==> src/rtl/cbus_rr_arbiter.sv <==
// cbus_rr_arbiter: grants one of NUM_INPUTS CBus masters access to the single
// memory-side CBus. The grant is held for a whole transaction, including all
// burst beats, and is released on the last handshake or when the granted
// master drops valid.
// Configuration macro: CBUS_ARB_RR_EN
//   defined   -> round-robin priority starting after the last completed grant
//   undefined -> fixed priority, lowest valid index wins
// oreq/iresps are combinational from the registered grant state plus the
// live ireqs/oresp; there is no data-path register.

package cbus_pkg;

  localparam int unsigned CBUS_ADDR_W = 32;
  localparam int unsigned CBUS_DATA_W = 32;
  localparam int unsigned CBUS_STRB_W = CBUS_DATA_W / 8;
  localparam int unsigned CBUS_LEN_W  = 4;

  typedef enum logic [1:0] {
    BURST_FIXED = 2'b00,
    BURST_INCR  = 2'b01,
    BURST_WRAP  = 2'b10
  } cbus_burst_t;

  // Master-to-memory request payload.
  typedef struct packed {
    logic                   valid;
    logic                   is_write;
    logic [2:0]             size;
    logic [CBUS_ADDR_W-1:0] addr;
    logic [CBUS_STRB_W-1:0] strobe;
    logic [CBUS_DATA_W-1:0] data;
    logic [CBUS_LEN_W-1:0]  len;
    cbus_burst_t            burst;
  } cbus_req_t;

  // Memory-to-master response payload.
  typedef struct packed {
    logic                   ready;
    logic                   last;
    logic [CBUS_DATA_W-1:0] data;
  } cbus_resp_t;

endpackage

module cbus_rr_arbiter
  import cbus_pkg::*;
#(
  parameter int unsigned NUM_INPUTS = 2
) (
  input  logic                         clk,
  input  logic                         reset,
  input  cbus_req_t  [NUM_INPUTS-1:0]  ireqs,
  output cbus_resp_t [NUM_INPUTS-1:0]  iresps,
  output cbus_req_t                    oreq,
  input  cbus_resp_t                   oresp
);

  localparam int unsigned SEL_W = (NUM_INPUTS > 1) ? $clog2(NUM_INPUTS) : 1;

  typedef enum logic {
    IDLE = 1'b0,
    BUSY = 1'b1
  } state_t;

  state_t             state;
  state_t             state_next;
  logic [SEL_W-1:0]   sel;
  logic [SEL_W-1:0]   sel_next;
  logic [NUM_INPUTS-1:0] valids;
  logic               any_valid;
  logic [SEL_W-1:0]   winner;
  logic               sel_valid;
  logic               last_beat;

`ifdef CBUS_ARB_RR_EN
  logic [SEL_W-1:0]   last_grant;
  logic [SEL_W-1:0]   last_grant_next;
`endif

  // Gather request valids into a vector for the priority search.
  always_comb begin
    valids = '0;
    for (int unsigned i = 0; i < NUM_INPUTS; i++) begin
      valids[i] = ireqs[i].valid;
    end
  end

  assign any_valid = |valids;

`ifdef CBUS_ARB_RR_EN
  // Round-robin search: first valid index starting at last_grant+1 (mod N).
  // Walking the offsets downwards lets the smallest offset win the last write.
  always_comb begin
    winner = '0;
    for (int unsigned k = NUM_INPUTS; k >= 1; k--) begin
      int unsigned idx;
      idx = (32'(last_grant) + k) % NUM_INPUTS;
      if (valids[idx]) begin
        winner = SEL_W'(idx);
      end
    end
  end
`else
  // Fixed priority search: the lowest valid index wins.
  always_comb begin
    winner = '0;
    for (int i = int'(NUM_INPUTS) - 1; i >= 0; i--) begin
      if (valids[i]) begin
        winner = SEL_W'(i);
      end
    end
  end
`endif

  // Status of the currently selected master and memory handshake.
  assign sel_valid = ireqs[sel].valid;
  assign last_beat = oresp.ready && oresp.last;

  // Grant state registers; reset leaves input 0 as the first winner.
  always_ff @(posedge clk or posedge reset) begin
    if (reset) begin
      state      <= IDLE;
      sel        <= '0;
`ifdef CBUS_ARB_RR_EN
      last_grant <= SEL_W'(NUM_INPUTS - 1);
`endif
    end else begin
      state      <= state_next;
      sel        <= sel_next;
`ifdef CBUS_ARB_RR_EN
      last_grant <= last_grant_next;
`endif
    end
  end

  // Next-state and bus steering: idle outputs are zero, busy routes sel.
  always_comb begin
    state_next      = state;
    sel_next        = sel;
`ifdef CBUS_ARB_RR_EN
    last_grant_next = last_grant;
`endif
    oreq            = '0;
    iresps          = '0;

    unique case (state)
      IDLE: begin
        if (any_valid) begin
          sel_next   = winner;
          state_next = BUSY;
        end
      end

      BUSY: begin
        oreq        = ireqs[sel];
        iresps[sel] = oresp;
        if (!sel_valid) begin
          // Master abandoned its transaction; release without updating priority.
          state_next = IDLE;
        end else if (last_beat) begin
          state_next      = IDLE;
`ifdef CBUS_ARB_RR_EN
          last_grant_next = sel;
`endif
        end
      end

      default: begin
        state_next = IDLE;
      end
    endcase
  end

endmodule

==> config.mk <==
export PLATFORM = sky130hd
export DESIGN_NAME = cbus_rr_arbiter
export DESIGN_NICKNAME = d
export VERILOG_FILES = /design/src/rtl/cbus_rr_arbiter.sv
export SDC_FILE = /design/constraint.sdc
export NUM_CORES = 1
export LEC_CHECK = 0
export CORE_AREA = 4 4 130 132
export DETAILED_ROUTE_END_ITERATION = 7
export DIE_AREA = 0 0 134 136
export HOLD_SLACK_MARGIN = 0.02
export MAX_ROUTING_LAYER = met4
export PLACE_DENSITY = 0.58
export SYNTH_ARGS = -nofsm -noshare
export SYNTH_HDL_FRONTEND = slang
export SYNTH_SLANG_ARGS = --single-unit
==> constraint.sdc <==
create_clock -name clk -period 1.6 [get_ports clk]
set_input_delay 0.32 -clock clk [delete_from_list [all_inputs] [get_ports clk]]
set_output_delay 0.32 -clock clk [all_outputs]
set_load 0.02 [all_outputs]
Yosys cells after proc, flatten, opt, wreduce, memory -nomap -nowiden
Index checks and enable logic that the tools add are counted.
Cells by class
  order comparisons: 2
  reductions and logical operators: 4
  multiplexer cells: 12
  bitwise logic cells: 2
Operators with widths (number)
  2-to-1 mux 79 bit: 3
  bitwise AND 68 bit: 1
  2-to-1 mux 68 bit: 1
  demux 34 bit (select 1 bit): 1
  2-to-1 mux 34 bit: 1
  2-to-1 mux 1 bit: 5
  logical AND 1 bit: 2
  less-than comparator 1 x 2 -> 1 bit (second input constant): 1
  one-hot mux 1 bit (2 select lines): 1
  AND reduction 2 bit: 1
  OR reduction 2 bit: 1
  greater-or-equal comparator 1 bit (second input constant): 1
  NOT 1 bit: 1
Word-level totals
  bits of input ports: 194
  register bits after elaboration: 2
  logic and storage cells: 22
  output and inout bits: 147

Longest topological paths before layout
  depth in word-level cells: 6
  depth in mapped cells: 5
  mapped depth without buffers: 2

Least setup slack after synthesis
Ideal clock, no wire load.
  path type: register to output
  start: register sel
  end: output port oreq[43] in the netlist's numbering
  arrival time: 1177 ps
  buffers on the path: 3
  data required time: 1280 ps
  cell stages (with the launch flop): 6
  path slack: 103 ps
  cells stage by stage: dfrtp_1 buf_4 buf_8 buf_12 mux2i_1 nor2_1
RTL lines
  from (decl): line 67  | logic [SEL_W-1:0] sel;
  from (signal assigned): line 129  | sel <= sel_next;
  to (decl): line 54  | output cbus_req_t oreq,

==> impl_metrics.ini <==
[outcome]
outcome = complete, but fails checks
violations = setup timing

[clock_tree]
h-tree-depth = 1
cts_buffers = 3
clkSinkCount = 2
hold_buffers = 0
root_buffer = clkbuf_16
clock_latency_ps = 230
clk_path_buf_depth = 2
cts_tree = done
clkSlewWorstSetupHoldPaths_ps = 30

[worst_setup_path]
cp.arrival_ps = 1520
start_kind = flop
cp_top_family = flip-flops
path_cells = buf_6 > nor2b_4 > buf_6 > and2_4 > buf_6
required_ps = 1280
cp.depth = 5
path_buf_inv = 3
timing.rr.end = state
r2r_start = sel
critPathSlowestCell = dfrtp_4
path_common_cell = buf_6
worst-setup-path-type = flop to output pin
max_stage_delay_ps = 510
endpoint = iresps[12]
path_max_fanout = 8
critPathCaptureType = output pin
r2r_slack_ps = 300
critPathLaunch = sel
r2r_cells = 5

[logic_synthesis]
syn_inst = 264
ys_seq_elements = 2
yosys.area.top_type_share_pct = 43.6
postSynthAreaPerCell_um2 = 6.86
yosysTopAreaCell = mux2i_1
synthTopCellsByArea = mux2i_1 (44%), nor2_1 (17%), and2_1 (12%)
ys_warn_count = 0
netlist_area_um2 = 1810
syn-num-nets = 458
ys_types = 17
ys_seq_area_share_pct = 2.76

[drt]
vias = 3392
routed_wirelength_mm = 14.2
ant_nets = 0
routed_via_density = 4.04
drc = 0
dr.pass1.iters = 4
drtIter0Drc = 72
wire_per_inst_um = 17.0

[floorplanning]
dieArea_um2 = 18200
die_h_um = 136
die_x_um = 134
initial_core_util_pct = 11.5
io_pins = 341
rows = 46
core_area_um2 = 15700

[place]
portBuffers = 340
place_hpwl_mm = 10.3
gp_congestion = 0.829
placed_cell_area_um2 = 5530
dp.cells = 813

[sta]
skew_ps = 3.45
rsz0062_at_grt = yes
period_minus_slack_ps = 1840
setup_viol = 147
period_share_pct = 115
setup_slack_ps = -236
setup_tns_ps = -23160
fmax_mhz = 545
tightest_slew_ps = 176
slew_violations = 0
max_slew_margin_pct = 87.9
final_hold_viol_count = 0

[finish]
nNetsFinal = 819
nFillCells = 1591
utilization_pct = 39.4
layout_common_cells = clkdlybuf4s50_1 (193), buf_4 (90), nor2_1 (80), mux2i_1 (72), buf_6 (66)
final_common_cell = clkdlybuf4s50_1
instances_no_fill = 840
diodes = 0
syn_to_final_growth_pct = 241
finalInstanceArea_um2 = 6190
drive_gt1_share_pct = 41.5

[global_routing]
first_global_vias = 3486
grt_pass1_wl_mm = 19.1
antenna_found_initial = 0
grt_usage_pct = 13.7
grt.overflow.total = 0
grt_max_degree = 41

[job]
max_cap_violations = 0

[pwr]
ir_worst_vdd_v = 0.000814
power_leakage_nw = 2.91
pwr_density_cell_nw_per_um2 = 1470

[worst_hold_path]
holdCritPathClass = primary input to async pin
[report_power, final]
group	total (mW)	internal (mW)	switching [mW]
Combinational	8.59	4.59	4.00
Clock	0.396	0.329	0.0674
Sequential	0.124	0.0800	0.0438
Total	9.11	5.00	4.11
[worst register-to-register path: cells and delay by family, from the launching register on]
kind | cells | cell delay, ps
multiplexers | 1 | 180
AO/OA/AOI/OAI | 1 | 60
buffers and inverters | 3 | 410
flip-flops | 1 | 510
[synth_stat cells]
cell / n
buf_12: 3
buf_8: 1
a2bb2oi_1: 1
buf_2: 8
dfrtp_1: 2
nor2_1: 80
clkbuf_2: 2
and2_1: 35
and3_1: 34
nor2b_4: 1
inv_1: 1
clkbuf_1: 9
inv_2: 1
mux2i_1: 79
buf_4: 5
o22ai_1: 1
nor2b_1: 1
[state kept, by name (all words and copies together) (netlist names)]
| register | count |
|---|---|
| state | 1 |
| sel | 1 |
[repair_timing]
action,CTS,global route
setup endpoints to repair,147,147
pin swaps,1,24
gates cloned,9,8
gates resized for setup,746,133
hold endpoints to repair,0,0
buffers inserted,8,4
[area by class of cell]
type	instances	area [um^2]	area share (%)
Sequential cell	2	53.8	0.870
Timing Repair Buffer	384	3980	64.3
Clock buffer	4	78.8	1.27
Tap cell	216	270	4.37
Multi-Input combinational cell	232	1780	28.8
Inverter	2	20.0	0.324
[worst min path at each step]
stage	from	to	slack (ps)
2_1_floorplan	reset	sel	60
6_report	reset	sel	250
5_1_grt	reset	sel	270
3_5_place_dp	reset	state	490
3_3_place_gp	reset	state	500
4_1_cts	reset	sel	260
[metrics by stage]
stage                     worst slack (ps)  hold WS (ps)  power [mW]
after floorplan                        103          61.2        3.87
after global placement                -397           496        6.98
after detailed placement              -425           492        7.03
after CTS                             -275           255        8.14
after global routing                  -289           270        9.60
final                                 -236           249        9.11
[routing by layer]
layer	track usage (%)	vias up	wire length, um
met5	-	-	0
met1	14.2	1552	5240
li1	-	1616	-
met2	26.4	206	7650
met4	3.71	0	262
met3	2.55	18	1100
[cells by family after synthesis]
group	count (synthesis)	synth area share, %
AND/OR/NAND/NOR	151	41.5
multiplexers	79	43.6
buffers and inverters	30	11.3
AO/OA/AOI/OAI	2	0.829
flip-flops	2	2.76
(Power assumes the default switching activity.)
